==> src/rtl/mchan_ipa_pkg.sv <==
// rtl/mchan_ipa_pkg.sv - shared MCHAN widths, mode/state encodings and captured command type
//
// Purpose : common definitions for the MCHAN n-D transfer splitter.
// Contents: opcode/length widths, transfer mode enum, splitter state enum,
//           packed struct for the command fields that travel with every chunk,
//           and the raw-mode decoder (11 falls back to 1D).
package mchan_ipa_pkg;

  localparam int MCHAN_OPC_WIDTH = 4;
  localparam int MCHAN_LEN_WIDTH = 16;

  typedef enum logic [1:0] {
    MODE_1D = 2'b00,
    MODE_2D = 2'b01,
    MODE_3D = 2'b10
  } mchan_mode_e;

  typedef enum logic {
    ST_IDLE = 1'b0,
    ST_RUN  = 1'b1
  } split_state_e;

  typedef struct packed {
    mchan_mode_e                mode;
    logic                       inc;
    logic [MCHAN_OPC_WIDTH-1:0] opc;
  } mchan_cmd_t;

  function automatic mchan_mode_e decode_mode(input logic [1:0] raw);
    case (raw)
      2'b01:   return MODE_2D;
      2'b10:   return MODE_3D;
      default: return MODE_1D;
    endcase
  endfunction

endpackage

==> src/rtl/twd_chunk_len_calc.sv <==
// rtl/twd_chunk_len_calc.sv - chunk length = min(total left, row left, distance to burst boundary)
//
// Purpose : purely combinational chunk sizing for the n-D splitter.
// Ports   : tot_rem_i    - bytes left in the command (>= 1 while running)
//           row_rem_i    - bytes left in the current row
//           ext_off_i    - EXT address modulo the burst length
//           ignore_row_i - 1D transfer, row limit does not apply
//           chunk_o      - chunk size in bytes
//           last_o       - chunk finishes the command
module twd_chunk_len_calc
  import mchan_ipa_pkg::*;
#(
  parameter int TOT_W     = 17,
  parameter int ROW_W     = 17,
  parameter int OFF_W     = 6,
  parameter int BURST_LEN = 64,
  parameter int CHUNK_W   = 17
) (
  input  logic [TOT_W-1:0]   tot_rem_i,
  input  logic [ROW_W-1:0]   row_rem_i,
  input  logic [OFF_W-1:0]   ext_off_i,
  input  logic               ignore_row_i,
  output logic [CHUNK_W-1:0] chunk_o,
  output logic               last_o
);

  logic [CHUNK_W-1:0] tot_x;
  logic [CHUNK_W-1:0] row_x;
  logic [CHUNK_W-1:0] dist_x;
  logic [CHUNK_W-1:0] min_tr;

  assign tot_x  = CHUNK_W'(tot_rem_i);
  assign row_x  = CHUNK_W'(row_rem_i);
  // Always in 1..BURST_LEN, so one chunk never straddles an aligned burst.
  assign dist_x = CHUNK_W'(BURST_LEN) - CHUNK_W'(ext_off_i);

  always_comb begin
    min_tr = tot_x;
    if (!ignore_row_i && (row_x < min_tr)) begin
      min_tr = row_x;
    end
    chunk_o = (dist_x < min_tr) ? dist_x : min_tr;
  end

  assign last_o = (chunk_o == tot_x);

endmodule

==> src/rtl/twd_trans_splitter_nd_ipa.sv <==
// rtl/twd_trans_splitter_nd_ipa.sv - splits one 1D/2D/3D MCHAN command into burst-safe 1D chunks
//
// Purpose : accepts a command in IDLE, then issues one chunk per accepted
//           handshake: packed TCDM addressing, row/plane strided EXT addressing,
//           no chunk crossing an EXT MCHAN_BURST_LENGTH boundary.
// Ports   : clk_i/rst_i                 - clock, async active-high reset
//           mchan_req_i/mchan_gnt_o     - command handshake (+ command fields)
//           mchan_req_o/mchan_gnt_i     - chunk handshake (+ chunk fields, last)
//           busy_o                      - command in flight
module twd_trans_splitter_nd_ipa
  import mchan_ipa_pkg::*;
#(
  parameter int TRANS_SID_WIDTH    = 1,
  parameter int TCDM_ADD_WIDTH     = 12,
  parameter int EXT_ADD_WIDTH      = 29,
  parameter int MCHAN_BURST_LENGTH = 64,
  parameter int TWD_COUNT_WIDTH    = 16,
  parameter int TWD_STRIDE_WIDTH   = 16
) (
  input  logic                        clk_i,
  input  logic                        rst_i,
  input  logic                        mchan_req_i,
  output logic                        mchan_gnt_o,
  input  logic [TRANS_SID_WIDTH-1:0]  mchan_sid_i,
  input  logic [MCHAN_OPC_WIDTH-1:0]  mchan_opc_i,
  input  logic                        mchan_inc_i,
  input  logic [1:0]                  mchan_mode_i,
  input  logic [MCHAN_LEN_WIDTH-1:0]  mchan_len_i,
  input  logic [TWD_COUNT_WIDTH-1:0]  mchan_row_len_i,
  input  logic [TWD_COUNT_WIDTH-1:0]  mchan_row_num_i,
  input  logic [TWD_STRIDE_WIDTH-1:0] mchan_row_stride_i,
  input  logic [TWD_STRIDE_WIDTH-1:0] mchan_plane_stride_i,
  input  logic [TCDM_ADD_WIDTH-1:0]   mchan_tcdm_add_i,
  input  logic [EXT_ADD_WIDTH-1:0]    mchan_ext_add_i,
  output logic                        mchan_req_o,
  input  logic                        mchan_gnt_i,
  output logic [TRANS_SID_WIDTH-1:0]  mchan_sid_o,
  output logic [MCHAN_OPC_WIDTH-1:0]  mchan_opc_o,
  output logic                        mchan_inc_o,
  output logic [MCHAN_LEN_WIDTH-1:0]  mchan_len_o,
  output logic [TCDM_ADD_WIDTH-1:0]   mchan_tcdm_add_o,
  output logic [EXT_ADD_WIDTH-1:0]    mchan_ext_add_o,
  output logic                        mchan_last_o,
  output logic                        busy_o
);

  // Remaining counters hold len+1 / row_len+1, hence one extra bit.
  localparam int TOT_W   = MCHAN_LEN_WIDTH + 1;
  localparam int ROW_W   = TWD_COUNT_WIDTH + 1;
  localparam int OFF_W   = $clog2(MCHAN_BURST_LENGTH);
  localparam int CW0     = (TOT_W > ROW_W) ? TOT_W : ROW_W;
  localparam int CHUNK_W = (CW0 > OFF_W + 1) ? CW0 : OFF_W + 1;

  split_state_e                state_q, state_d;
  mchan_cmd_t                  cmd_q, cmd_d;
  logic [TRANS_SID_WIDTH-1:0]  sid_q, sid_d;
  logic [TWD_COUNT_WIDTH-1:0]  row_len_q, row_len_d;
  logic [TWD_COUNT_WIDTH-1:0]  row_num_q, row_num_d;
  logic [TWD_STRIDE_WIDTH-1:0] row_stride_q, row_stride_d;
  logic [TWD_STRIDE_WIDTH-1:0] plane_stride_q, plane_stride_d;
  logic [TOT_W-1:0]            tot_rem_q, tot_rem_d;
  logic [ROW_W-1:0]            row_rem_q, row_rem_d;
  logic [TWD_COUNT_WIDTH-1:0]  row_idx_q, row_idx_d;
  logic [EXT_ADD_WIDTH-1:0]    row_base_q, row_base_d;
  logic [EXT_ADD_WIDTH-1:0]    plane_base_q, plane_base_d;
  logic [EXT_ADD_WIDTH-1:0]    ext_cur_q, ext_cur_d;
  logic [TCDM_ADD_WIDTH-1:0]   tcdm_cur_q, tcdm_cur_d;

  logic [CHUNK_W-1:0] chunk;
  logic               chunk_last;
  logic               is_1d;
  logic               row_done;
  logic               run;

  assign run   = (state_q == ST_RUN);
  assign is_1d = (cmd_q.mode == MODE_1D);

  twd_chunk_len_calc #(
    .TOT_W     (TOT_W),
    .ROW_W     (ROW_W),
    .OFF_W     (OFF_W),
    .BURST_LEN (MCHAN_BURST_LENGTH),
    .CHUNK_W   (CHUNK_W)
  ) u_chunk_len_calc (
    .tot_rem_i    (tot_rem_q),
    .row_rem_i    (row_rem_q),
    .ext_off_i    (ext_cur_q[OFF_W-1:0]),
    .ignore_row_i (is_1d),
    .chunk_o      (chunk),
    .last_o       (chunk_last)
  );

  assign row_done = !is_1d && (chunk == CHUNK_W'(row_rem_q));

  always_comb begin
    state_d        = state_q;
    cmd_d          = cmd_q;
    sid_d          = sid_q;
    row_len_d      = row_len_q;
    row_num_d      = row_num_q;
    row_stride_d   = row_stride_q;
    plane_stride_d = plane_stride_q;
    tot_rem_d      = tot_rem_q;
    row_rem_d      = row_rem_q;
    row_idx_d      = row_idx_q;
    row_base_d     = row_base_q;
    plane_base_d   = plane_base_q;
    ext_cur_d      = ext_cur_q;
    tcdm_cur_d     = tcdm_cur_q;

    case (state_q)
      ST_IDLE: begin
        if (mchan_req_i) begin
          cmd_d.mode     = decode_mode(mchan_mode_i);
          cmd_d.inc      = mchan_inc_i;
          cmd_d.opc      = mchan_opc_i;
          sid_d          = mchan_sid_i;
          row_len_d      = mchan_row_len_i;
          row_num_d      = mchan_row_num_i;
          row_stride_d   = mchan_row_stride_i;
          plane_stride_d = mchan_plane_stride_i;
          tot_rem_d      = TOT_W'(mchan_len_i) + TOT_W'(1);
          row_rem_d      = ROW_W'(mchan_row_len_i) + ROW_W'(1);
          row_idx_d      = '0;
          row_base_d     = mchan_ext_add_i;
          plane_base_d   = mchan_ext_add_i;
          ext_cur_d      = mchan_ext_add_i;
          tcdm_cur_d     = mchan_tcdm_add_i;
          state_d        = ST_RUN;
        end
      end
      ST_RUN: begin
        if (mchan_gnt_i) begin
          tcdm_cur_d = tcdm_cur_q + TCDM_ADD_WIDTH'(chunk);
          tot_rem_d  = tot_rem_q - TOT_W'(chunk);
          if (!row_done) begin
            ext_cur_d = ext_cur_q + EXT_ADD_WIDTH'(chunk);
            row_rem_d = row_rem_q - ROW_W'(chunk);
          end else begin
            row_rem_d = ROW_W'(row_len_q) + ROW_W'(1);
            if ((cmd_q.mode == MODE_3D) && (row_idx_q == row_num_q)) begin
              plane_base_d = plane_base_q + EXT_ADD_WIDTH'(plane_stride_q);
              row_base_d   = plane_base_d;
              ext_cur_d    = plane_base_d;
              row_idx_d    = '0;
            end else begin
              row_base_d = row_base_q + EXT_ADD_WIDTH'(row_stride_q);
              ext_cur_d  = row_base_d;
              row_idx_d  = row_idx_q + TWD_COUNT_WIDTH'(1);
            end
          end
          if (chunk_last) begin
            state_d = ST_IDLE;
          end
        end
      end
      default: state_d = ST_IDLE;
    endcase
  end

  always_ff @(posedge clk_i or posedge rst_i) begin
    if (rst_i) begin
      state_q        <= ST_IDLE;
      cmd_q          <= '0;
      sid_q          <= '0;
      row_len_q      <= '0;
      row_num_q      <= '0;
      row_stride_q   <= '0;
      plane_stride_q <= '0;
      tot_rem_q      <= '0;
      row_rem_q      <= '0;
      row_idx_q      <= '0;
      row_base_q     <= '0;
      plane_base_q   <= '0;
      ext_cur_q      <= '0;
      tcdm_cur_q     <= '0;
    end else begin
      state_q        <= state_d;
      cmd_q          <= cmd_d;
      sid_q          <= sid_d;
      row_len_q      <= row_len_d;
      row_num_q      <= row_num_d;
      row_stride_q   <= row_stride_d;
      plane_stride_q <= plane_stride_d;
      tot_rem_q      <= tot_rem_d;
      row_rem_q      <= row_rem_d;
      row_idx_q      <= row_idx_d;
      row_base_q     <= row_base_d;
      plane_base_q   <= plane_base_d;
      ext_cur_q      <= ext_cur_d;
      tcdm_cur_q     <= tcdm_cur_d;
    end
  end

  // Data outputs are forced to zero outside RUN so IDLE looks like reset.
  assign mchan_gnt_o      = !run;
  assign busy_o           = run;
  assign mchan_req_o      = run;
  assign mchan_last_o     = run & chunk_last;
  assign mchan_sid_o      = run ? sid_q : '0;
  assign mchan_opc_o      = run ? cmd_q.opc : '0;
  assign mchan_inc_o      = run & cmd_q.inc;
  assign mchan_len_o      = run ? MCHAN_LEN_WIDTH'(chunk - CHUNK_W'(1)) : '0;
  assign mchan_tcdm_add_o = run ? tcdm_cur_q : '0;
  assign mchan_ext_add_o  = run ? ext_cur_q : '0;

endmodule
==> config.mk <==
export PLATFORM = sky130hd
export DESIGN_NAME = twd_trans_splitter_nd_ipa
export DESIGN_NICKNAME = d
export VERILOG_FILES = /design/src/rtl/mchan_ipa_pkg.sv /design/src/rtl/twd_chunk_len_calc.sv /design/src/rtl/twd_trans_splitter_nd_ipa.sv
export SDC_FILE = /design/constraint.sdc
export NUM_CORES = 1
export LEC_CHECK = 0
export BUFFER_PORTS_ARGS = -buffer_cell sky130_fd_sc_hd__buf_2
export CAP_MARGIN = 0
export CORE_UTILIZATION = 40
export DETAILED_ROUTE_END_ITERATION = 10
export PLACE_DENSITY = 0.69
export SETUP_SLACK_MARGIN = 0.5
export SYNTH_ARGS = -nofsm -noshare
export SYNTH_HDL_FRONTEND = slang
export SYNTH_SLANG_ARGS = --single-unit
==> constraint.sdc <==
create_clock -name clk_i -period 8 [get_ports clk_i]
set_clock_uncertainty 0.15 [all_clocks]
set_input_delay 1.6 -clock clk_i [delete_from_list [all_inputs] [get_ports clk_i]]
set_output_delay 1.6 -clock clk_i [all_outputs]
set_load 0.02 [all_outputs]
==> metrics.txt, run 1 <==
Final Wtd Congestion=0.935; Worst IR Drop VDD=0.000194 V; Synth area leaders=dfrtp_1 32%, ha_1 8.6%, nand2_1 8.2%, a21oi_1 5.1%, xnor2_1 5.0%; maximum clock frequency=around 140 MHz; Multi-input gate area=~11000 um^2; n_diodes=0; Worst Reg-to-Reg Cells=26; layout cells sized above 1=0.132; YS warnings=0; CP endpoint kind=output pin; IO Port Bufs=199; fraction of registers with async set/reset=1.00; Crit Path Class=reg -> out; Finished Layout Cells=about 3000; # clock sinks=222; Final Max Slew Viols=0; Slew @ Worst Pin=around 1100 ps; final period utilization=0.917; top_reg_cell synth=dfrtp_1; Post-synth EDFFs=0; Period minus WS final=approximately 7300 ps; via count=between 15000 and 20000; FP Rows=75; post-synthesis sequential area ratio=0.324; Post-Place Cells=2865; Worst R2R Start=tot_rem_q[14]$_DFFE_PP0P_; CTS Hold Bufs=0; chip width=209 um; Mapped Area=around 17000 um^2; Post-DP Area=around 19000 um^2; setup violators final=0; DP HPWL=about 42000 um; setup TNS=0 ps; Hold Worst Slack=324 ps; area delta synth->final=16.6%; Worst Hold Path Cells=2; vias in the first global route=between 15000 and 20000; grt total ovfl=0; Root Buffer=clkbuf_16; Crit Path Max Fanout=18; IO Pins=200; startpoint of the worst hold path=cmd_q[4]$_DFFE_PP0P_; die footprint=about 44000 um^2; WP data arrival=roughly 5600 ps; MaxCap Viol Count=0; later-pin clock latency in the skew report=570 ps; initial antenna violation count=0; PnR Total Power=approximately 7000 uW; DR vias/cell=~5.7; Hold Vio Cnt, Final=0; 1st-iter DRT viols=around 1300; Critical Path Source Type=register; unrepaired setup endpoints after global routing=true; Slew headroom=0.262; Mapped Cells=2153; fillcell total=just over 4000; run status=completed; Lkg Pwr=approximately 0.0094 uW; flops & latches, synth=approximately 220; antenna viol nets, final=0; total CTS buffers=28; TritonCTS clock tree=yes; total track usage=0.263; first-pass GRT wire length=slightly above 90000 um; pwr dens=between 300 and 400 nW/um^2; Avg WL per Cell=slightly below 20 um; Clock transition at path regs=about 60 ps; CTS Buffer Depth=3; Req. time, crit path=6250 ps; NumNets Final=2619; pin count of the biggest net entering global routing=around 140; Core Area=42000 um^2; design area=roughly 20000 um^2; Pre-Repair DR Iteration Count=6; Syn Area/Cell=7.95 um^2; Residual DRC=0; CTS H-tree lvls=1; height of the die=approximately 210 um; initial core utilization=0.407; Yosys cell types=a little under 80; Yosys top cell by area=dfrtp_1; Worst Setup SP=tot_rem_q[14]$_DFFE_PP0P_; top cell type's share of synthesized area=0.324; register area=between 5000 and 6000 um^2; Post-Route WL=57800 um; worst hold path class=reg -> reg
-- cells in the mapped netlist (all sizes together) (15+ instances only) --
| cell | number |
|---|---|
| dfrtp | 222 |
| o21a | 21 |
| o21ai | 161 |
| ha | 118 |
| and3 | 28 |
| nor3 | 29 |
| nand2b | 17 |
| nor2 | 180 |
| nand2 | 374 |
| o211ai | 16 |
| nor4 | 18 |
| nor2b | 24 |
| a21o | 29 |
| clkbuf | 70 |
| and2 | 54 |
| mux2i | 24 |
| nand4 | 34 |
| a31oi | 34 |
| a211oi | 31 |
| inv | 85 |
| xor2 | 72 |
| a21oi | 173 |
| o22ai | 15 |
| or3 | 18 |
| nand3 | 53 |
| xnor2 | 97 |
-- sequential cells by signal (all words and copies together), names as in the netlist, 17 cells and up --
signal,flops
ext_cur_q,29
plane_base_q,29
row_base_q,29
row_rem_q,17
tot_rem_q,17
-- placed cells by master (no fill, tap or decap), drive strengths merged, types with 29 or more instances in the layout --
master  instances
a21o           29
clkbuf         38
nor3           29
inv            86
nand2         375
xnor2          97
and2           54
o21ai         161
dfrtp         222
buf           232
a211oi         31
a31oi          34
nor2          180
nand4          34
conb           32
a21oi         173
xor2           72
nand3          53
ha            118
-- power breakdown --
| group | switching [uW] | internal, uW | leakage [uW] |
|---|---|---|---|
| Sequential | 316 | 1390 | 0.00269 |
| Combinational | 2350 | 1700 | 0.00619 |
| Clock | 541 | 807 | 0.000473 |
| Total | 3210 | 3900 | 0.00936 |
-- timing repair --
action | in CTS | in global routing
resized for setup | 5 | 11
hold endpoints to repair | 0 | 0
gates cloned | 0 | 1
pin swaps | 0 | 2
setup endpoints to repair | 6 | 11
setup buffers | 0 | 5
-- logic make-up (layout without fill, tap and decap cells) --
family / after synthesis / count (layout) / synth area share
xor+xnor: 169 / 169 / 0.0865
buf+inv: 170 / 370 / 0.0384
fa+ha+maj: 124 / 124 / 0.0932
compound gates: 577 / 577 / 0.208
simple gates: 861 / 862 / 0.232
other cells: 2 / 32 / 0.000439
mux: 28 / 28 / 0.0169
flops: 222 / 222 / 0.324
-- through the flow --
step	util	setup slack, ps
after CTS	0.472	540
after floorplan	-	1060
final	0.475	665
after detailed placement	0.449	820
after global routing	0.475	395
after global placement	0.449	1010
-- per-layer routing --
layer / wire length (um) / global-route usage / vias to the layer above
li1: - / - / 8012
met1: 25200 / 0.357 / 8049
met2: 26600 / 0.429 / 630
met3: 4040 / 0.0371 / 105
met4: 1920 / 0.0895 / 0
met5: 0 / 0 / -
-- final timing paths --
check                                         endpoint  slack, ps
max                                       mchan_last_o        660
min                               cmd_q[4]$_DFFE_PP0P_        320
max reg2reg                  tot_rem_q[16]$_DFFE_PP0P_       1030
min reg2reg                       cmd_q[4]$_DFFE_PP0P_        320
max in group asynchronous             busy_o$_DFF_PP0_       5380
min in group asynchronous  plane_base_q[8]$_DFFE_PP0P_        930
-- layout make-up --
type / instances / area share
Clock buffer: 38 / 0.0406
Sequential cell: 222 / 0.279
Clock inverter: 14 / 0.00840
Multi-Input combinational cell: 1792 / 0.558
Inverter: 86 / 0.0164
Tap cell: 539 / 0.0338
Timing Repair Buffer: 232 / 0.0640
-- worst max-delay path, cell delays in order (launching register included) --
cell and delay, ps:
dfrtp_1 380, inv_1 90, ha_1 330, a211oi_1 240
o221ai_1 280, a41oi_4 340, nand2_4 160, mux2i_2 380
ha_1 240, o21ai_0 80, a221oi_1 450, o211ai_4 190
buf_8 200, o21ai_4 290, inv_1 140, ha_1 370
nand4_1 140, nor3_1 160, nand4_1 140, nor3_2 230
buf_2 200
(Power assumes the default switching activity.)
==> run 2: changes to the inputs <==
Settings changed: MAX_ROUTING_LAYER set to met4.
==> run 2 against run 1 <==
Compared with the run above:
- power up 0.64%
- cell count about the same
- hold slack better by 3.5 ps
- first-iteration DRC count up 12%
- flip-flop and latch count unchanged
- clock-buffer cell count up 1
- design area up 0.24%
- non-clock buffer count down 1
- clock power up 7%
- largest cell class unchanged
- sequential share of layout area down 0.068 points
==> metrics.txt, run 2 (synthesis results as in run 1) <==
run status=completed; TritonCTS clock tree=yes; Sequential Power Share=0.238; Final Wtd Congestion=between 0.9 and 1; grt total ovfl=0; first-pass GRT wire length=about 90000 um; height of the die=~210 um; biggest regs=ext_cur_q: 29 flops, plane_base_q: 29 flops, row_base_q: 29 flops; M1 WL=between 20000 and 30000 um; CTS Hold Bufs=0; Pre-Repair DR Iteration Count=5; Slew @ Worst Pin=between 1000 and 1500 ps; P_int=roughly 4000 uW; Lkg Pwr=0.00939 uW; met2 wire length=about 26000 um; startpoint of the worst hold path=cmd_q[0]$_DFFE_PP0P_; routed wl met3=3610 um; Worst R2R Start=tot_rem_q[4]$_DFFE_PP0P_; antenna viol nets, final=0; Final Max Slew Viols=0; Period minus WS final=approximately 7200 ps; IO Port Bufs=199; pwr dens=358 nW/um^2; unrepaired setup endpoints after global routing=false; Worst Hold End=cmd_q[0]$_DFFE_PP0P_; initial antenna violation count=0; Post-DP Area=around 19000 um^2; 1st-iter DRT viols=1496; CTS H-tree lvls=1; # clock sinks=about 220; Crit Path Max Fanout=14; Post-Route WL=roughly 58000 um; CTS Buffer Depth=3; Slew headroom=0.269; MaxCap Viol Count=0; total track usage=0.271; DP HPWL=roughly 42000 um; sw power=roughly 3200 uW; FP Rows=between 70 and 80; chip width=between 200 and 250 um; Hold Worst Slack=~330 ps; Multi-input gate area=~11000 um^2; later-pin clock latency in the skew report=between 500 and 600 ps; maximum clock frequency=around 140 MHz; initial core utilization=0.407; highest metal used=met4; Critical Path Source Type=register; WP data arrival=5470 ps; total CTS buffers=28; worst hold path class=reg -> reg; n_diodes=0; area delta synth->final=16.8%; vias in the first global route=roughly 16000; r2r endpoint=ext_cur_q[23]$_DFFE_PP0P_; NumNets Final=2617; setup TNS=0 ps; Residual DRC=0; DR vias/cell=5.77; Req. time, crit path=6250 ps; Crit Path Class=reg -> out; design area=20000 um^2; Worst Reg-to-Reg Cells=25; Worst Hold Path Cells=2; Final Util=0.476; Clock transition at path regs=~60 ps; Logic pwr share=0.560; setup violators final=0; switching power share of the total=0.443; final period utilization=0.903; CP endpoint kind=output pin; register area=5560 um^2; Hold Vio Cnt, Final=0; commonest non-fill, non-tap cell in the layout=nand2_1; Root Buffer=clkbuf_16; layout cells sized above 1=0.132; Worst IR Drop VDD=between 0.0002 and 0.00025 V; pin count of the biggest net entering global routing=around 110; IO Pins=200; highest-count cells in the layout ignoring fill and taps=372 x nand2_1, 221 x dfrtp_1, 199 x buf_2, 178 x nor2_1, 172 x a21oi_1; worst reg2reg setup slack=990 ps; Core Area=approximately 42000 um^2; via count=16800; fillcell total=~4000; Avg WL per Cell=~20 um; clock power share=0.201; die footprint=43600 um^2
run 2: power groups by stage:
stage / Combinational (uW) / Sequential, uW / Clock (uW)
global placement: 3850 / 1700 / 0
CTS: 3920 / 1690 / 1460
floorplan: 2930 / 1600 / 0
finish: 4010 / 1700 / 1440
detailed placement: 3890 / 1710 / 0
global route: 4470 / 1740 / 1510
run 2: how the worst max path moves through the flow:
stage | cells after the start | to | start
finish | 19 | mchan_last_o | tot_rem_q[4]$_DFFE_PP0P_
CTS | 23 | mchan_last_o | tot_rem_q[12]$_DFFE_PP0P_
floorplan | 24 | mchan_len_o[6] | tot_rem_q[12]$_DFFE_PP0P_
global route | 22 | mchan_last_o | tot_rem_q[4]$_DFFE_PP0P_
detailed placement | 27 | tot_rem_q[16]$_DFFE_PP0P_ | tot_rem_q[12]$_DFFE_PP0P_
global placement | 27 | tot_rem_q[16]$_DFFE_PP0P_ | tot_rem_q[12]$_DFFE_PP0P_
run 2: repair_timing:
action                                  4_1_cts  5_1_grt
setup buffers                                 0        4
endpoints found under the setup margin        6       10
resized for setup                             2       14
pin swaps                                     1        3
hold endpoints to repair                      0        0
run 2: area by class of cell:
class / instances / share of cell area
multi-input cells: 1791 / 0.556
flip-flops and latches: 222 / 0.278
repair buffers: 231 / 0.0636
clock buffers: 39 / 0.0412
well taps: 539 / 0.0337
inverters: 86 / 0.0163
clock inverters: 13 / 0.0111
run 2: critical path: stages (launching register included):
cell,delay [ps]
dfrtp_1,420
inv_1,110
ha_1,250
or4_4,560
a41oi_2,230
nand2_2,150
mux2i_2,400
ha_1,250
o21ai_0,80
a221oi_1,450
o211ai_4,200
buf_8,200
o21ai_4,280
inv_1,140
ha_1,370
nand4_1,100
nor3_1,150
nand4_1,130
nor3_2,220
buf_2,200
run 2: metrics by stage:
stage	setup WS [ps]	power, uW	std cells
2_1_floorplan	1060	4530	2183
3_3_place_gp	1020	5550	2865
3_5_place_dp	866	5600	2865
4_1_cts	501	7080	2917
5_1_grt	509	7710	2921
6_report	778	7160	2921
run 2: per-layer routing:
metal / track usage / up-vias
li1: - / 8003
met1: 0.358 / 8112
met2: 0.430 / 626
met3: 0.0261 / 106
met4: 0.104 / 0
met5: - / -
